## src/rtl/exu_mul_wb_if.sv

```systemverilog
// Issue and writeback handshake bundle between the multiply issue logic,
// the writeback tracker and the register-file writeback arbiter.
interface exu_mul_wb_if #(
  parameter int TAGW = 4
);
  logic            issue_valid;
  logic [4:0]      issue_rd;
  logic [TAGW-1:0] issue_tag;
  logic            issue_ready;
  logic            wb_valid;
  logic [4:0]      wb_rd;
  logic [TAGW-1:0] wb_tag;
  logic [31:0]     wb_data;
  logic            wb_ready;

  modport master (
    output issue_valid, issue_rd, issue_tag, wb_ready,
    input  issue_ready, wb_valid, wb_rd, wb_tag, wb_data
  );

  modport slave (
    input  issue_valid, issue_rd, issue_tag, wb_ready,
    output issue_ready, wb_valid, wb_rd, wb_tag, wb_data
  );
endinterface

```

## src/rtl/exu_mul_wb.sv

```systemverilog
// Multiply writeback tracker: shadows E1..E3 with {valid, rd, tag}, buffers
// E3 results in a small FIFO and throttles issue so the FIFO never overflows.
module exu_mul_wb #(
  parameter int DEPTH = 4,
  parameter int TAGW  = 4
) (
  input  logic         clk,
  input  logic         rst,
  input  logic         freeze,
  input  logic         flush,
  input  logic [31:0]  mul_out,
  exu_mul_wb_if.slave  bus,
  output logic [3:0]   pending_cnt,
  output logic         err_overflow
);
  localparam int PW = (DEPTH > 1) ? $clog2(DEPTH) : 1;

  logic            vld_p0, vld_p1, vld_p2;
  logic [4:0]      rd_p0, rd_p1, rd_p2;
  logic [TAGW-1:0] tag_p0, tag_p1, tag_p2;

  logic [4:0]      mem_rd   [DEPTH];
  logic [TAGW-1:0] mem_tag  [DEPTH];
  logic [31:0]     mem_data [DEPTH];
  logic [PW-1:0]   rd_ptr, wr_ptr;
  logic [3:0]      count;

  logic ready, accept, push, pop, full, wr_en, head_vld;

  function automatic logic [PW-1:0] next_ptr(input logic [PW-1:0] p);
    return (p == PW'(DEPTH - 1)) ? '0 : p + 1'b1;
  endfunction

  // Credit is derived purely from registered state.
  assign pending_cnt = 4'(vld_p0) + 4'(vld_p1) + 4'(vld_p2) + count;
  assign ready       = (pending_cnt < 4'(DEPTH));
  assign accept      = bus.issue_valid & ready & ~freeze & ~flush;
  assign full        = (count == 4'(DEPTH));
  assign head_vld    = (count != 4'd0);
  assign push        = ~freeze & ~flush & vld_p2 & (rd_p2 != 5'd0);
  assign pop         = head_vld & bus.wb_ready;
  assign wr_en       = push & (~full | pop);

  assign bus.issue_ready = ready;
  assign bus.wb_valid    = head_vld;
  assign bus.wb_rd       = head_vld ? mem_rd[rd_ptr]   : '0;
  assign bus.wb_tag      = head_vld ? mem_tag[rd_ptr]  : '0;
  assign bus.wb_data     = head_vld ? mem_data[rd_ptr] : '0;

  // Control: stage valids, FIFO pointers/count, sticky error.
  always_ff @(posedge clk or posedge rst) begin
    if (rst) begin
      vld_p0       <= 1'b0;
      vld_p1       <= 1'b0;
      vld_p2       <= 1'b0;
      rd_ptr       <= '0;
      wr_ptr       <= '0;
      count        <= 4'd0;
      err_overflow <= 1'b0;
    end else begin
      if (flush) begin
        vld_p0 <= 1'b0;
        vld_p1 <= 1'b0;
        vld_p2 <= 1'b0;
      end else if (!freeze) begin
        vld_p0 <= accept;
        vld_p1 <= vld_p0;
        vld_p2 <= vld_p1;
      end
      if (wr_en) wr_ptr <= next_ptr(wr_ptr);
      if (pop)   rd_ptr <= next_ptr(rd_ptr);
      case ({wr_en, pop})
        2'b10:   count <= count + 4'd1;
        2'b01:   count <= count - 4'd1;
        default: count <= count;
      endcase
      if (push && full && !pop) err_overflow <= 1'b1;
    end
  end

  // E1 -> E2 -> E3 shadow data; valid qualifies it, so no reset needed.
  always_ff @(posedge clk) begin
    if (!freeze) begin
      rd_p0  <= bus.issue_rd;
      tag_p0 <= bus.issue_tag;
      rd_p1  <= rd_p0;
      tag_p1 <= tag_p0;
      rd_p2  <= rd_p1;
      tag_p2 <= tag_p1;
    end
  end

  // E3 capture into the result FIFO.
  always_ff @(posedge clk) begin
    if (wr_en) begin
      mem_rd[wr_ptr]   <= rd_p2;
      mem_tag[wr_ptr]  <= tag_p2;
      mem_data[wr_ptr] <= mul_out;
    end
  end
endmodule

```

## src/flat_wrapper.sv

```systemverilog
// flat-port wrapper written by rule: the top's interface ports become plain ports
module exu_mul_wb_flat 
#(
  parameter int DEPTH = 4,
  parameter int TAGW  = 4
)
  (clk, rst, freeze, flush, mul_out, pending_cnt, err_overflow, bus_issue_valid, bus_issue_rd, bus_issue_tag, bus_wb_ready, bus_issue_ready, bus_wb_valid, bus_wb_rd, bus_wb_tag, bus_wb_data);
  exu_mul_wb_if #(.TAGW(TAGW)) bus_i ();
  input  logic clk;
  input  logic rst;
  input  logic freeze;
  input  logic flush;
  input  logic [31:0] mul_out;
  output logic [3:0] pending_cnt;
  output logic err_overflow;
  input wire logic [$bits(bus_i.issue_valid)-1:0] bus_issue_valid;
  input wire logic [$bits(bus_i.issue_rd)-1:0] bus_issue_rd;
  input wire logic [$bits(bus_i.issue_tag)-1:0] bus_issue_tag;
  input wire logic [$bits(bus_i.wb_ready)-1:0] bus_wb_ready;
  output wire logic [$bits(bus_i.issue_ready)-1:0] bus_issue_ready;
  output wire logic [$bits(bus_i.wb_valid)-1:0] bus_wb_valid;
  output wire logic [$bits(bus_i.wb_rd)-1:0] bus_wb_rd;
  output wire logic [$bits(bus_i.wb_tag)-1:0] bus_wb_tag;
  output wire logic [$bits(bus_i.wb_data)-1:0] bus_wb_data;
  assign bus_i.issue_valid = bus_issue_valid;
  assign bus_i.issue_rd = bus_issue_rd;
  assign bus_i.issue_tag = bus_issue_tag;
  assign bus_i.wb_ready = bus_wb_ready;
  assign bus_issue_ready = bus_i.issue_ready;
  assign bus_wb_valid = bus_i.wb_valid;
  assign bus_wb_rd = bus_i.wb_rd;
  assign bus_wb_tag = bus_i.wb_tag;
  assign bus_wb_data = bus_i.wb_data;
  exu_mul_wb #(.DEPTH(DEPTH), .TAGW(TAGW)) u_core (.clk(clk), .rst(rst), .freeze(freeze), .flush(flush), .mul_out(mul_out), .bus(bus_i), .pending_cnt(pending_cnt), .err_overflow(err_overflow));
endmodule
```

## config.mk

```make
export PLATFORM = sky130hd
export DESIGN_NAME = exu_mul_wb_flat
export DESIGN_NICKNAME = d
export VERILOG_FILES = /design/src/rtl/exu_mul_wb_if.sv /design/src/rtl/exu_mul_wb.sv /design/src/flat_wrapper.sv
export SDC_FILE = /design/constraint.sdc
export NUM_CORES = 1
export LEC_CHECK = 0
export CAP_MARGIN = 30
export CORE_MARGIN = 10
export CORE_UTILIZATION = 30
export DETAILED_ROUTE_END_ITERATION = 7
export GPL_ROUTABILITY_DRIVEN = 0
export HOLD_SLACK_MARGIN = 0.08
export PLACE_DENSITY = 0.56
export SYNTH_ARGS = -nofsm -noshare
export SYNTH_HDL_FRONTEND = slang
export SYNTH_SLANG_ARGS = --single-unit
```

## constraint.sdc

```tcl
create_clock -name clk -period 6 [get_ports clk]
set_input_delay 0.6 -clock clk [delete_from_list [all_inputs] [get_ports clk]]
set_output_delay 0.6 -clock clk [all_outputs]
set_load 0.02 [all_outputs]
```

Word-level counts from Yosys, hierarchy flattened
Memory sizes are Yosys's and may differ from the RTL's.
Cells that the tools add are included.
{"block": "classes", "n_addsub": 7, "multipliers": 0, "n_div": 0, "magnitude_cmp": 1, "n_eq_ne": 6, "shifts": 0, "mux": 14, "n_bitwise": 12, "reduce_logical": 6}
{"op": "two-way mux 32 bit", "n": 1}
{"op": "AND 1 bit", "n": 8}
{"op": "two-way mux 1 bit", "n": 8}
{"op": "one-hot mux 4 bit (2 select lines)", "n": 1}
{"op": "== test 2 bit (second input constant)", "n": 3}
{"op": "two-way mux 5 bit", "n": 1}
{"op": "nonzero test 5 bit", "n": 1}
{"op": "adder 2 x 1 -> 2 bit (second input constant)", "n": 2}
{"op": "adder 4 x 1 -> 4 bit", "n": 1}
{"op": "adder 4 x 1 -> 4 bit (second input constant)", "n": 1}
{"op": "adder 4 bit", "n": 1}
{"op": "== test 4 x 3 -> 1 bit (second input constant)", "n": 1}
{"op": "less-than comparator 4 x 3 -> 1 bit (second input constant)", "n": 1}
{"op": "two-way mux 2 bit", "n": 2}
{"op": "two-way mux 4 bit", "n": 1}
{"op": "nonzero test 4 bit", "n": 1}
{"op": "subtractor 4 x 1 -> 4 bit (second input constant)", "n": 1}
{"op": "NOT 1 bit", "n": 3}
{"op": "adder 1 x 1 -> 2 bit", "n": 1}
{"op": "== test 2 x 1 -> 1 bit (second input constant)", "n": 1}
{"op": "logical AND 1 bit", "n": 2}
{"op": "inequality test 2 x 1 -> 1 bit (second input constant)", "n": 1}
{"op": "nonzero test 2 bit", "n": 1}
{"op": "logical NOT 1 bit", "n": 1}
{"op": "OR 1 bit", "n": 1}
{"block": "word_totals", "regBits": 39, "latch_bits": 0, "ram_bits": 164, "romBits": 0, "in_bits": 47, "output_inout_bits": 48, "elab_cells": 62, "n_memories": 3}
{"name": "u_core.mem_data", "words": 4, "width": 32, "rd": 1, "rd_ports_with_merged_regs": 0, "write_ports": 1, "line_no": "exu_mul_wb.sv:24", "text": "logic [31:0] mem_data [DEPTH];"}
{"name": "u_core.mem_rd", "words": 4, "width": 5, "rd": 1, "rd_ports_with_merged_regs": 0, "write_ports": 1, "line_no": "exu_mul_wb.sv:22", "text": "logic [4:0] mem_rd [DEPTH];"}
{"name": "u_core.mem_tag", "words": 4, "width": 4, "rd": 1, "rd_ports_with_merged_regs": 0, "write_ports": 1, "line_no": "exu_mul_wb.sv:23", "text": "logic [TAGW-1:0] mem_tag [DEPTH];"}

Depth between registers and ports, before layout
{"block": "logic_depth", "word_depth": 9, "ltp_mapped": 12, "depth_no_buf": 11}

Least setup slack after synthesis
No wires, ideal clock.
{"block": "synth_path", "path_kind": "input port to flip-flop", "start": "in flush", "end": "mem u_core.mem_data[3][0] (enable)", "setup_ns": 0.402, "arrival_ns": 2.138, "required_time_ns": 5.598, "setup_slack_ns": 3.459, "cell_stages": 4, "path_buffers": 0, "path_cell_list": "nor2_1 -> o211ai_2 -> a21oi_2 -> and2_1"}
{"block": "synth_via", "elab_chain_len": 7}
{"element": "start: declaration", "line_no": "flat_wrapper.sv:12", "text": "input logic flush;"}
{"element": "NOT 1 bit", "line_no": "exu_mul_wb.sv:40", "text": "assign push = ~freeze & ~flush & vld_p2 & (rd_p2 != 5'd0);"}
{"element": "AND 1 bit (3 in series)", "line_no": "exu_mul_wb.sv:40"}
{"element": "AND 1 bit", "line_no": "exu_mul_wb.sv:42", "text": "assign wr_en = push & (~full | pop);"}
{"element": "two-way mux 1 bit", "line_no": "exu_mul_wb.sv:95", "text": "if (wr_en) begin"}
{"element": "two-way mux 1 bit (not written as such)", "line_no": "exu_mul_wb.sv:98", "text": "mem_data[wr_ptr] <= mul_out;"}
{"element": "end: declaration", "line_no": "exu_mul_wb.sv:24"}
No other way between the ends.

Worst setup path in the final report
{"block": "layout_path", "start": "reg u_core.count[1]", "end": "out bus_wb_data[5]"}
{"block": "layout_via", "elab_chain_len": 2}
{"element": "start: declaration", "line_no": "exu_mul_wb.sv:26", "text": "logic [3:0] count;"}
{"element": "start signal: assignment", "line_no": "exu_mul_wb.sv:73", "text": "2'b10: count <= count + 4'd1;"}
{"element": "start signal: assignment", "line_no": "exu_mul_wb.sv:74", "text": "2'b01: count <= count - 4'd1;"}
{"element": "start signal: assignment", "line_no": "exu_mul_wb.sv:75", "text": "default: count <= count;"}
{"element": "nonzero test 4 bit", "line_no": "exu_mul_wb.sv:39", "text": "assign head_vld = (count != 4'd0);"}
{"element": "two-way mux 32 bit", "line_no": "exu_mul_wb.sv:48", "text": "assign bus.wb_data = head_vld ? mem_data[rd_ptr] : '0;"}
{"element": "end: declaration", "line_no": "flat_wrapper.sv:24", "text": "output wire logic [$bits(bus_i.wb_data)-1:0] bus_wb_data;"}
No other way between the ends.

==> metrics.yaml <==
run_status:
  outcome: "completed"
pwr:
  ir_drop_mv: 0.238
  power_density_mw_per_mm2: 433
  p_leak_nw: 3.23
  power.total_mw: 4.27
global_routing:
  grt_pass1_vias: 4212
  track_usage: 0.0919
  antenna_found_initial: 0
  grt_start_max_net_pins: 45
  overflow: 0
  grt_first_pass_wirelength_mm: 24.3
route:
  firstDrtPassIters: 4
  wl_per_cell_um: 18.7
  antenna_left: 0
  vias: 3730
  wirelength_mm: 15.4
  drc_errors: 0
  first_iter_violations: 162
  viasPerCell: 4.52
clock_network:
  clkTransAtPathRegs_ns: 0.06
  cts_tree: "built"
  cts_made_buffers: 23
  clock_latency_ns: 0.50
  holdBufCountCts: 0
  root_buffer: "clkbuf_16"
  cts_sinks: 203
  clk_path_buf_depth: 3
  cts_setup_buffers: 0
  cts-resized-gates: 0
  h-tree-depth: 1
sta:
  drv_slew: 0
  rsz0062_at_grt: "false"
  tns_ns: 0
  hold-worst-slack_ns: 0.418
  tightest_slew_ns: 0.951
  setup_violations: 0
  clock_skew_ns: 0.0132
  hold_viol_final: 0
  max-slew-margin-rel: 0.365
  clock.fmax_mhz: 272
  min_period_ns: 3.68
  period_share: 0.613
floorplan:
  die_w_um: 182
  io_pins: 95
  die-area_mm2: 0.0332
  start_util: 0.304
  coreArea_mm2: 0.0260
  rows: 59
  chipHeight_um: 182
worst_setup_path:
  cp_top_family: "simple AND/OR/NAND/NOR gates"
  end_kind: "primary output"
  start_kind: "register"
  crit_required_ns: 5.40
  cp_slowest_cell: "or4_2"
  crit_path_max_incr_delay_ns: 1.14
  path_max_fanout: 43
  rrSetupSlack_ns: 2.82
  worst-path-buf-inv: 1
  worst-endpoint-arrival_ns: 3.08
  crit_type: "register to primary output"
  worstPathCellList: "or4_2, and2_1, clkdlybuf4s50_1"
run:
  drv_cap: 0
layout:
  insertedDiodeCount: 0
  synthToLayoutAreaGrowth_pct: 25.0
  drive_above_1_share: 0.184
  nets: 537
  final_core_utilization: 0.380
  finalInstanceArea_mm2: 0.00988
hold_path:
  hp-class: "register to register"
yosys:
  yosysUniqueCellTypes: 36
  ys.warnings.count: 0
  syn-instance-count: 371
  netlist_area_mm2: 0.00790
  syn_area_per_cell_um2: 21.3
  yosysSeqAreaShare: 0.764
  synth_nets: 430
  synth-seq-cells: 203
place:
  placed_area_mm2: 0.00922
  place_hpwl_mm: 9.57
  io_buffers: 94
-- area by class of cell --
type / count / area, µm²
sequential: 203 / 6040
tap: 335 / 419
multi-input combinational: 142 / 1720
timing repair buffer: 100 / 1020
inverter: 8 / 30.0
clock buffer: 29 / 598
fill: 2401 / 16100
clock inverter: 8 / 42.5
-- state kept, by name, summed over array words and instances, names as in the netlist --
register / cells
u_core.mem_data: 128
u_core.mem_rd: 20
u_core.mem_tag: 16
u_core.rd_p0: 5
u_core.rd_p1: 5
u_core.rd_p2: 5
u_core.count: 4
u_core.tag_p0: 4
u_core.tag_p1: 4
u_core.tag_p2: 4
u_core.rd_ptr: 2
u_core.wr_ptr: 2
u_core.err_overflow: 1
u_core.vld_p0: 1
u_core.vld_p1: 1
u_core.vld_p2: 1
-- per-layer routing --
metal	vias to the layer above	global-route usage	wire length, µm
met2	96	0.156	7670
met4	0	0.0264	323
met1	1927	0.114	6710
met5	-	0	0
li1	1687	-	-
met3	20	0.0218	686
-- path summary, 6_finish.rpt --
kind | start | end | depth (start not counted)
hold / removal | u_core.rd_p0[3] | u_core.rd_p1[3] | 0
setup / recovery | u_core.count[1] | bus_wb_data[5] | 3
setup reg to reg | u_core.count[1] | u_core.count[2] | 10
hold reg to reg | u_core.rd_p0[3] | u_core.rd_p1[3] | 0
max in group asynchronous | rst | u_core.rd_ptr[0] | 2
min in group asynchronous | rst | u_core.rd_ptr[0] | 2
-- power breakdown --
part / total, mW / switching (mW) / internal [mW] / leakage, nW
clock network: 1.21 / 0.510 / 0.698 / 0.312
registers: 1.72 / 0.126 / 1.59 / 1.89
logic: 1.35 / 0.614 / 0.732 / 1.03
total: 4.27 / 1.25 / 3.02 / 3.23
-- synthesized netlist by cell type, drive strengths merged --
cell,instances,area share
mux2,4,0.0066
nor3,2,0.0013
nor2,5,0.0024
clkbuf,4,0.0019
a21o,2,0.0019
nand4,1,0.00079
a31oi,1,0.00079
o211ai,1,0.0016
xor2,5,0.0055
ha,10,0.016
nor4,1,0.0027
edfxtp,191,0.73
a31o,1,0.0011
nand3,1,0.00063
inv,8,0.0038
a21oi,4,0.0030
o21ai,1,0.00063
nor4b,1,0.0011
dfrtp,12,0.038
or4,2,0.0019
nand2,3,0.0024
nand2b,1,0.00079
o21bai,1,0.00095
and2,46,0.036
buf,14,0.013
mux4,41,0.12
a32oi,1,0.0011
xnor2,3,0.0033
fa,2,0.0051
mux2i,2,0.0025
-- through the flow --
step | cells | setup WS [ns]
global placement | 785 | 2.76
floorplan | 371 | 3.46
finish | 825 | 2.32
detailed placement | 787 | 2.73
global route | 825 | 2.13
CTS | 824 | 2.21
-- layout by cell type (no fill, tap or decap), types with 2 or more instances in the layout --
cell type          n
edfxtp_1         191
clkdlybuf4s50_1   94
and2_1            42
mux4_2            41
clkbuf_16         23
ha_1              10
dfrtp_1           10
inv_1              8
clkbuf_1           6
nor2_1             5
xor2_1             5
and2_2             4
xnor2_1            3
a21oi_1            3
clkinv_2           3
clkinv_1           3
buf_12             3
buf_4              3
nor3_1             2
nand2_1            2
mux2i_1            2
mux2_4             2
a21o_1             2
fa_1               2
-- kinds of logic (layout without fill, tap and decap cells) --
group	after synthesis	after routing	synth area share
AOI/OAI and AO/OA	12	12	0.0111
xor gates and xnor gates	8	8	0.00887
adders and majority gates	12	12	0.0209
buffers and inverters	26	145	0.0192
DFF	203	203	0.764
muxes	47	47	0.126
and+or+nand+nor	63	63	0.0503
(Power assumes the default switching activity.)
